File: src/rtl/bsg_cgol_pkg.sv
`default_nettype none
// ============================================================================
// Module : bsg_cgol_pkg
// Brief  : Shared types and helpers for the Game of Life board readout path.
// Rev    : 1.0  initial release
// ============================================================================
package bsg_cgol_pkg;

  // Readout engine states: waiting for a snapshot, or streaming rows.
  typedef enum logic [0:0] {
    IDLE = 1'b0,
    SEND = 1'b1
  } cgol_out_state_e;

  // Bits needed to count 0..w live cells in one row.
  function automatic int cgol_popcount_width(input int w);
    return $clog2(w + 1);
  endfunction

endpackage
`default_nettype wire

File: src/rtl/bsg_cgol_row_popcount.sv
`default_nettype none
// ============================================================================
// Module : bsg_cgol_row_popcount
// Brief  : Counts the live cells in one board row.
// Rev    : 1.0  initial release
// ============================================================================
module bsg_cgol_row_popcount
  import bsg_cgol_pkg::*;
#(
  parameter int width_p = 8,
  localparam int CNT_W  = cgol_popcount_width(width_p)
) (
  input  logic [width_p-1:0] row_i,
  output logic [CNT_W-1:0]   count_o
);

  // Sum of all cell bits; the tool balances the additions into a tree.
  always_comb begin
    count_o = '0;
    for (int i = 0; i < width_p; i++) begin
      count_o = count_o + CNT_W'(row_i[i]);
    end
  end

endmodule
`default_nettype wire

File: src/rtl/bsg_cgol_output.sv
`default_nettype none
// ============================================================================
// Module : bsg_cgol_output
// Brief  : Captures a full board snapshot in one cycle and streams it out
//          one row per beat over a valid/yumi handshake, row 0 first.
//          Optional macro CGOL_OUTPUT_POPCOUNT_EN adds popcount_o, the number
//          of live cells in the row currently presented.
// Rev    : 1.0  initial release
// ============================================================================
module bsg_cgol_output
  import bsg_cgol_pkg::*;
#(
  parameter int board_width_p = 8
) (
  input  logic                                   clk_i,
  input  logic                                   reset_i,
  input  logic                                   v_i,
  input  logic [board_width_p*board_width_p-1:0] data_i,
  output logic                                   ready_o,
  output logic                                   v_o,
  output logic [board_width_p-1:0]               data_o,
  output logic                                   last_o,
  input  logic                                   yumi_i
`ifdef CGOL_OUTPUT_POPCOUNT_EN
  ,
  output logic [cgol_popcount_width(board_width_p)-1:0] popcount_o
`endif
);

  localparam int BOARD_BITS = board_width_p * board_width_p;
  localparam int ROW_W      = (board_width_p > 1) ? $clog2(board_width_p) : 1;
  localparam logic [ROW_W-1:0] LAST_ROW = ROW_W'(board_width_p - 1);

  cgol_out_state_e        state_q, state_d;
  logic [ROW_W-1:0]       row_q, row_d;
  logic [BOARD_BITS-1:0]  snapshot_q, snapshot_d;
  logic [board_width_p-1:0] row_sel;
  logic                   at_last_row;

  // State, row counter and snapshot registers; reset discards any snapshot.
  always_ff @(posedge clk_i) begin
    if (reset_i) begin
      state_q    <= IDLE;
      row_q      <= '0;
      snapshot_q <= '0;
    end else begin
      state_q    <= state_d;
      row_q      <= row_d;
      snapshot_q <= snapshot_d;
    end
  end

  assign at_last_row = (row_q == LAST_ROW);

  // Next-state logic: accept only in IDLE, advance the row only on yumi.
  always_comb begin
    state_d    = state_q;
    row_d      = row_q;
    snapshot_d = snapshot_q;
    case (state_q)
      IDLE: begin
        if (v_i) begin
          snapshot_d = data_i;
          row_d      = '0;
          state_d    = SEND;
        end
      end
      SEND: begin
        if (yumi_i) begin
          if (at_last_row) begin
            row_d   = '0;
            state_d = IDLE;
          end else begin
            row_d = row_q + ROW_W'(1);
          end
        end
      end
      default: begin
        state_d = IDLE;
        row_d   = '0;
      end
    endcase
  end

  // Select the snapshot row addressed by the row counter.
  always_comb begin
    row_sel = '0;
    for (int r = 0; r < board_width_p; r++) begin
      if (row_q == ROW_W'(r)) begin
        row_sel = snapshot_q[r*board_width_p +: board_width_p];
      end
    end
  end

  // Outputs decode registered state only; data is forced to zero outside SEND
  // so nothing stale is visible after reset or between snapshots.
  assign ready_o = (state_q == IDLE);
  assign v_o     = (state_q == SEND);
  assign last_o  = (state_q == SEND) && at_last_row;
  assign data_o  = (state_q == SEND) ? row_sel : '0;

`ifdef CGOL_OUTPUT_POPCOUNT_EN
  // data_o is already zero outside SEND, so the count is zero there too.
  bsg_cgol_row_popcount #(
    .width_p (board_width_p)
  ) u_row_popcount (
    .row_i   (data_o),
    .count_o (popcount_o)
  );
`endif

endmodule
`default_nettype wire

File: config.mk
export PLATFORM = sky130hd
export DESIGN_NAME = bsg_cgol_output
export DESIGN_NICKNAME = d
export VERILOG_FILES = /design/src/rtl/bsg_cgol_pkg.sv /design/src/rtl/bsg_cgol_row_popcount.sv /design/src/rtl/bsg_cgol_output.sv
export SDC_FILE = /design/constraint.sdc
export NUM_CORES = 1
export LEC_CHECK = 0
export CORE_ASPECT_RATIO = 0.75
export CORE_MARGIN = 1.5
export CORE_UTILIZATION = 49
export DETAILED_ROUTE_END_ITERATION = 7
export PLACE_DENSITY = 0.92
export SLEW_MARGIN = 40
export SYNTH_ARGS = -nofsm -noshare
export SYNTH_HDL_FRONTEND = slang
export SYNTH_SLANG_ARGS = --single-unit
File: constraint.sdc
create_clock -name clk_i -period 2.72 [get_ports clk_i]
set_clock_uncertainty 0.05 [all_clocks]
set_input_delay 0.544 -clock clk_i [delete_from_list [all_inputs] [get_ports clk_i]]
set_output_delay 0.544 -clock clk_i [all_outputs]
set_load 0.02 [all_outputs]
==> Word-level counts from Yosys, hierarchy flattened <==
Index checks and enable logic that the tools add are counted.
{ "op_classes": {"reduce_logical": 4, "n_eq_ne": 9, "n_addsub": 1, "n_bitwise": 1, "muxes": 17} }
{ "ops": {"columns": ["cell", "count"], "rows": [
  ["8-bit 2-to-1 mux", 9],
  ["3-bit equality test (second input constant)", 4],
  ["3-bit 2-to-1 mux", 3],
  ["3-bit by 2-bit equality test with 1-bit output (second input constant)", 2],
  ["3-bit one-hot mux with 2 select lines", 1],
  ["2-bit != test (second input constant)", 2],
  ["2-bit AND reduction", 2],
  ["3-bit by 1-bit adder with 3-bit output (second input constant)", 1],
  ["3-bit by 1-bit equality test with 1-bit output (second input constant)", 1],
  ["3-bit zero test", 1],
  ["1-bit 2-to-1 mux", 3],
  ["1-bit one-hot mux with 2 select lines", 1],
  ["1-bit logical AND", 1],
  ["1-bit NOT", 1]
]} }
{ "totals": {"word_cells": 35, "regBits": 68} }

==> Logic depth before layout (Yosys ltp) <==
Gate-level depths: netlist of the first run.
{ "depth": {"word_depth": 10, "ltp_mapped": 9, "depth_no_buf": 6} }

==> Worst setup path after synthesis of the first run <==
Ideal clock, no wire load.
{ "synth_timing": {"kind": "register -> output", "start": "register row_q[0]", "end": "output port data_o[5]", "path_stages_with_launch": 7, "path_buffers": 1, "slack_ns": 0.231, "t_arrival_ns": 1.895, "cell_sequence": "dfxtp_1 -> ha_1 -> ha_1 -> buf_1 -> nor2_1 -> a311oi_2 -> nor3_1"} }
{ "synth_via": {"elab_chain_len": 10, "elab_cells_between_ends": 17, "cone_classes": "eq/ne (7); mux (9); reduce/logical (1)"} }
{ "synth_rtl": {"columns": ["element", "line_no", "text"], "rows": [
  ["start, declared", "bsg_cgol_output.sv:35", "logic [ROW_W-1:0] row_q, row_d;"],
  ["start signal, assigned", "bsg_cgol_output.sv:48", "row_q <= row_d;"],
  ["3-bit zero test", "bsg_cgol_output.sv:89", "if (row_q == ROW_W'(r)) begin"],
  ["8-bit 2-to-1 mux (7 in series)", "bsg_cgol_output.sv:89", null],
  ["8-bit 2-to-1 mux (*)", "bsg_cgol_output.sv:89", null],
  ["8-bit 2-to-1 mux (*)", "bsg_cgol_output.sv:100", "assign data_o = (state_q == SEND) ? row_sel : '0;"],
  ["end, declared", "bsg_cgol_output.sv:21", "output logic [board_width_p-1:0] data_o,"]
]} }
Every way passes the cells marked *; elsewhere a longest branch is shown, timed or not.

==> Final worst setup path of the first run <==
{ "layout_timing": {"start": "register row_q[1]", "end": "output port data_o[5]"} }
Same word-level chain as after synthesis.

==> results of run 1 <==
repair_timing:
action | CTS | global route
cloned | 0 | 1
hold buffers | 0 | 0
endpoints found under the setup margin | 8 | 9
buffers inserted | 3 | 2
gates resized for setup | 57 | 35
endpoints found under the hold margin | 0 | 0
pin swaps | 8 | 14
how the worst min path moves through the flow:
stage | from | end | cells after the start
6_report | snapshot_q[6] | snapshot_q[6] | 2
5_1_grt | snapshot_q[22] | snapshot_q[22] | 2
4_1_cts | snapshot_q[33] | snapshot_q[33] | 2
3_5_place_dp | snapshot_q[22] | snapshot_q[22] | 2
3_3_place_gp | snapshot_q[56] | snapshot_q[56] | 2
2_1_floorplan | snapshot_q[16] | snapshot_q[16] | 2
sequential cells by signal, indices dropped and copies added, names as in the netlist:
register,flops
row_q,3
snapshot_q,64
v_o,1
per-layer routing:
layer / wire length [µm] / global-route usage, %
met5: 0 / 0
met4: 344 / 10.9
met3: 1050 / 12.3
met2: 4730 / 45.8
met1: 4110 / 37.0
cell usage in the layout (no fill, tap or decap), types with 8 or more instances in the layout:
master,synthesis,routed
nand2_1,132,130
inv_1,21,18
a221o_1,8,8
o21ai_0,9,8
nand2b_1,8,8
clkbuf_8,0,10
a21oi_1,66,66
buf_4,0,21
clkdlybuf4s50_1,0,69
a22o_1,8,8
a211oi_1,8,8
dfxtp_1,68,65
final cells by class:
class,instances,area share (%)
multi-input cells,284,37.6
flip-flops and latches,68,31.0
repair buffers,105,22.2
clock buffers,11,3.20
well taps,78,2.21
clock inverters,5,1.90
inverters,21,1.84
report_power, final:
part           total, W  internal, W  switching [W]  leakage (nW)
sequential      0.00110      0.00105      0.0000457         0.560
combinational  0.000371     0.000192       0.000180         0.977
clock          0.000943     0.000544       0.000399         0.106
total           0.00241      0.00179       0.000624          1.64
per-stage QoR:
step	hold slack [ns]	setup TNS (ns)	cell area (µm²)	std cells	worst slack, ns
3_5_place_dp	0.398	-1.15	3970	550	-0.165
6_report	0.408	-0.0224	4420	572	-0.0193
3_3_place_gp	0.392	-0.565	3970	550	-0.102
5_1_grt	0.428	-0.235	4420	572	-0.0689
2_1_floorplan	0.381	0	3060	404	0.231
4_1_cts	0.413	0	4250	569	0.0138
worst max-delay path, cell delays in order, from the launching register on:
cell      delay, ns
dfxtp_4        0.37
inv_4          0.05
ha_4           0.18
buf_6          0.14
buf_6          0.12
a221o_1        0.36
a311oi_2       0.31
nor3_2         0.09
buf_2          0.17
cells by family after synthesis:
| kind of cell | share of synthesized area [%] |
|---|---|
| buf+inv | 7.37 |
| compound gates | 24.8 |
| simple gates | 20.9 |
| flops | 44.5 |
| fa+ha+maj | 2.46 |
==> results.json, run 1 <==
{
  "drtAntennaViolNets": 0,
  "final_util_pct": 74.7,
  "relSlewSlack_pct": 57.9,
  "drt-wirelength-per-cell_um": 17.9,
  "crit_required_ns": 2.13,
  "boundaryPins": 79,
  "fmax_ghz": 0.365,
  "synth.most_common_cell": "nand2_1",
  "hpwlAfterDp_um": 6860,
  "period_needed_ns": 2.74,
  "yosysWarnings": 0,
  "gp_congestion": 0.982,
  "min_period_over_period_pct": 101,
  "h-tree-depth": 3,
  "drt_iter0_markers": 281,
  "worst_pin_slew_ns": 0.632,
  "r2r_start": "v_o",
  "failed_checks": "setup timing",
  "antenna_cells": 0,
  "grt_pass1_vias": 3117,
  "die_w_um": 94.2,
  "reg2regPathDepth": 6,
  "syn2layout_area_growth_pct": 44.6,
  "multiInputGateArea_um2": 1660,
  "drive_gt1_share_pct": 17.6,
  "total_power_w": 0.00241,
  "syn_inst": 404,
  "ys_top_cells_by_count": "nand2_1, dfxtp_1, a21oi_1",
  "grt_overflow": 0,
  "synth_top_cell_by_area": "dfxtp_1",
  "wl_um": 10200,
  "synthDistinctLibCells": 24,
  "criticalPathCategory": "reg -> out",
  "die_h_um": 71.4,
  "reg2reg_to": "snapshot_q[34]",
  "peakVddDrop_v": 0.000387,
  "slew_viol_final": 0,
  "r2r_slack_ns": 0.96,
  "clock_latency_ns": 0.36,
  "core_um2": 5920,
  "cts_tree": "built",
  "drt_drc_violations_left": 0,
  "avgSynthCellArea_um2": 7.57,
  "crit_start": "row_q[1]",
  "outcome": "finished with violations",
  "hp-class": "reg -> reg",
  "syn-cell-area_um2": 3060,
  "worstSetupEndpointType": "primary output",
  "clock-sinks": 68,
  "portBuffers": 78,
  "syn-num-nets": 478,
  "drt-vias-per-instance": 5.76,
  "seq_area_frac_synth_pct": 44.5,
  "setup_violations": 2,
  "fin_nets": 563,
  "ys_seq_elements": 68,
  "clk_pin_slew_ns": 0.07,
  "die_area_um2": 6730,
  "vias": 3296,
  "rsz0062_at_grt": "true",
  "clockBufferDepth": 2,
  "regArea_um2": 1370,
  "hold_viol_final": 0,
  "synth_top_area_share_pct": 44.5,
  "cts_buffers": 9,
  "initial_core_util_pct": 51.7,
  "path_max_fanout": 5,
  "setup_ws_ns": -0.0193,
  "grt_use_total_pct": 29.6,
  "drv_cap": 0,
  "rows": 24,
  "grt_pass1_wl_um": 15000,
  "cts_root_buf": "clkbuf_8",
  "synth_edf_count": 0,
  "crit_end": "data_o[5]",
  "cellLeakagePower_nw": 1.64,
  "start_kind": "register",
  "grt_max_degree": 37,
  "synth.area.top_cells": "dfxtp_1, nand2_1, a21oi_1, a221o_1, inv_1",
  "synth_ff_type": "dfxtp_1",
  "fillers": 412,
  "async_reset_ff_share_pct": 0,
  "critPathArrivalTime_ns": 2.15,
  "powerDensity_nw_per_um2": 545,
  "first_pass_iters": 5,
  "antenna_found_initial": 0
}
Note: power is estimated with default switching activity, not from simulation.
==> inputs of run 2 (changes only) <==
==> constraint.sdc (replaced) <==
create_clock -name clk_i -period 2.72 [get_ports clk_i]
set_clock_uncertainty 0.05 [all_clocks]
set_input_delay 0.272 -clock clk_i [delete_from_list [all_inputs] [get_ports clk_i]]
set_output_delay 0.272 -clock clk_i [all_outputs]
set_load 0.02 [all_outputs]
==> run 2 against run 1 <==
The run now ends clean. Die area unchanged. Worst setup slack improved by 0.15 ns. Core utilization decreased by 6.2 points. Critical path depth decreased by 1. Clock power decreased by 23%. Combinational power decreased by 13%. Via count decreased by 8.6%. Cell count decreased by 3.3%. Global-route usage decreased by 3.2 points. Routed wire length decreased by 19%. Largest power group unchanged. Highest routed layer unchanged.
==> results.json, run 2 (synthesis gave the netlist of run 1 again) <==
{
  "r2r_slack_ns": 1.05,
  "die_area_um2": 6730,
  "min_period_over_period_pct": 95.1,
  "fmax_ghz": 0.387,
  "wl_um": 8270,
  "drtAntennaViolNets": 0,
  "drt-wirelength-per-cell_um": 15.0,
  "drt-vias-per-instance": 5.44,
  "place_area_um2": 3890,
  "rows": 24,
  "syn2layout_area_growth_pct": 32.7,
  "r2r_start": "v_o",
  "hp-class": "reg -> reg",
  "clock_latency_ns": 0.34,
  "gp_congestion": 0.893,
  "worst_pin_slew_ns": 0.665,
  "antenna_cells": 0,
  "holdPathEnd": "snapshot_q[3]",
  "clk_pin_slew_ns": 0.07,
  "outcome": "completed",
  "tns_ns": 0,
  "slew_viol_final": 0,
  "rsz0062_at_grt": "false",
  "clock-sinks": 68,
  "stdcell_area_um2": 4060,
  "regMostFlops": "snapshot_q",
  "cts_buffers": 9,
  "core_um2": 5920,
  "fin_nets": 545,
  "largest_reg_flops": 64,
  "fillers": 479,
  "hold_ws_ns": 0.409,
  "relSlewSlack_pct": 55.6,
  "setup_violations": 0,
  "crit_required_ns": 2.40,
  "reg2reg_to": "snapshot_q[43]",
  "hold_depth": 2,
  "portBuffers": 78,
  "total_power_w": 0.00214,
  "final_cell_mix": "nand2_1, clkdlybuf4s50_1, dfxtp_1, a21oi_1, inv_1",
  "hpwlAfterDp_um": 6090,
  "die_w_um": 94.2,
  "drv_cap": 0,
  "grt_overflow": 0,
  "peakVddDrop_v": 0.000334,
  "period_needed_ns": 2.59,
  "routed.top_layer": "met4",
  "powerDensity_nw_per_um2": 528,
  "h-tree-depth": 3,
  "layout_commonest_cell": "nand2_1",
  "grt_pass1_wl_um": 13400,
  "critPathArrivalTime_ns": 2.26,
  "drt-met1-wl_um": 3800,
  "drive_gt1_share_pct": 8.84,
  "antenna_found_initial": 0,
  "criticalPathCategory": "reg -> out",
  "clockBufferDepth": 2,
  "hold_viol_final": 0,
  "worstSetupEndpointType": "primary output",
  "drt_drc_violations_left": 0,
  "worstHoldStart": "snapshot_q[3]",
  "reg2regPathDepth": 4,
  "boundaryPins": 79,
  "cts_root_buf": "clkbuf_8",
  "vias": 3011,
  "grt_pass1_vias": 2823,
  "drt_iter0_markers": 245,
  "grt_max_degree": 69,
  "cts_tree": "built",
  "wl_met2_um": 3760,
  "post_cts_buffers": 0,
  "grt_use_total_pct": 26.3,
  "die_h_um": 71.4,
  "start_kind": "register",
  "path_max_fanout": 9,
  "initial_core_util_pct": 51.7,
  "wl_met3_um": 622,
  "cellLeakagePower_nw": 1.50,
  "first_pass_iters": 5
}
## run 2: changes by cell type in the layout (fill, tap and decap cells not counted), sizes merged
| cell | change |
|---|---|
| buf | -25 |
| bufinv | -2 |
| nor2b | -1 |
| inv | -1 |
| clkinvlp | -2 |
| clkbuf | +10 |
| clkinv | +2 |
## run 2: cell type report
| type | count | area (µm²) | share of cell area [%] |
|---|---|---|---|
| multi-input combinational | 283 | 1510 | 37.3 |
| sequential | 68 | 1360 | 33.6 |
| timing repair buffer | 88 | 836 | 20.6 |
| clock buffer | 13 | 159 | 3.92 |
| tap | 78 | 97.6 | 2.41 |
| inverter | 21 | 78.8 | 1.94 |
| clock inverter | 2 | 10.0 | 0.247 |
## run 2: critical path, stage by stage, from the launching register on
cell	delay (ns)
dfxtp_1	0.39
inv_1	0.08
ha_1	0.21
nor2b_2	0.39
a221o_1	0.25
a311oi_2	0.11
nor3_1	0.26
clkbuf_2	0.21
## run 2: layer usage
metal,vias up,global-route usage [%]
li1,1503,-
met1,1394,35.8
met2,104,38.8
met3,10,10.3
met4,0,7.63
met5,-,0
## run 2: worst max-delay path by stage
stage | from | endpoint | slack (ns) | cells after the start
final | row_q[1] | data_o[5] | 0.13 | 7
after detailed placement | row_q[0] | data_o[0] | 0.08 | 8
after CTS | row_q[1] | data_o[6] | -0.0002 | 8
after global placement | row_q[0] | data_o[6] | 0.16 | 8
after global routing | row_q[1] | data_o[5] | 0.03 | 7
after floorplan | row_q[0] | data_o[5] | 0.50 | 6
## run 2: metrics by stage
stage,setup slack [ns],util [%],std cells
after CTS,-0.000195,68.9,553
after floorplan,0.503,-,404
after detailed placement,0.0795,65.8,538
after global routing,0.0269,68.5,553
final,0.135,68.5,553
after global placement,0.159,65.8,538
## run 2: timing repair
action | CTS | global route
hold buffers | 0 | 0
pin swaps | 0 | 1
hold endpoints to repair | 0 | 0
resized for setup | 14 | 25
setup endpoints to repair | 8 | 8
## run 2: power by group
group	switching (W)	leakage (nW)	total, W	internal, W
combinational	0.000152	0.848	0.000321	0.000169
clock	0.000353	0.0893	0.000726	0.000373
sequential	0.0000419	0.558	0.00109	0.00105
total	0.000547	1.50	0.00214	0.00159
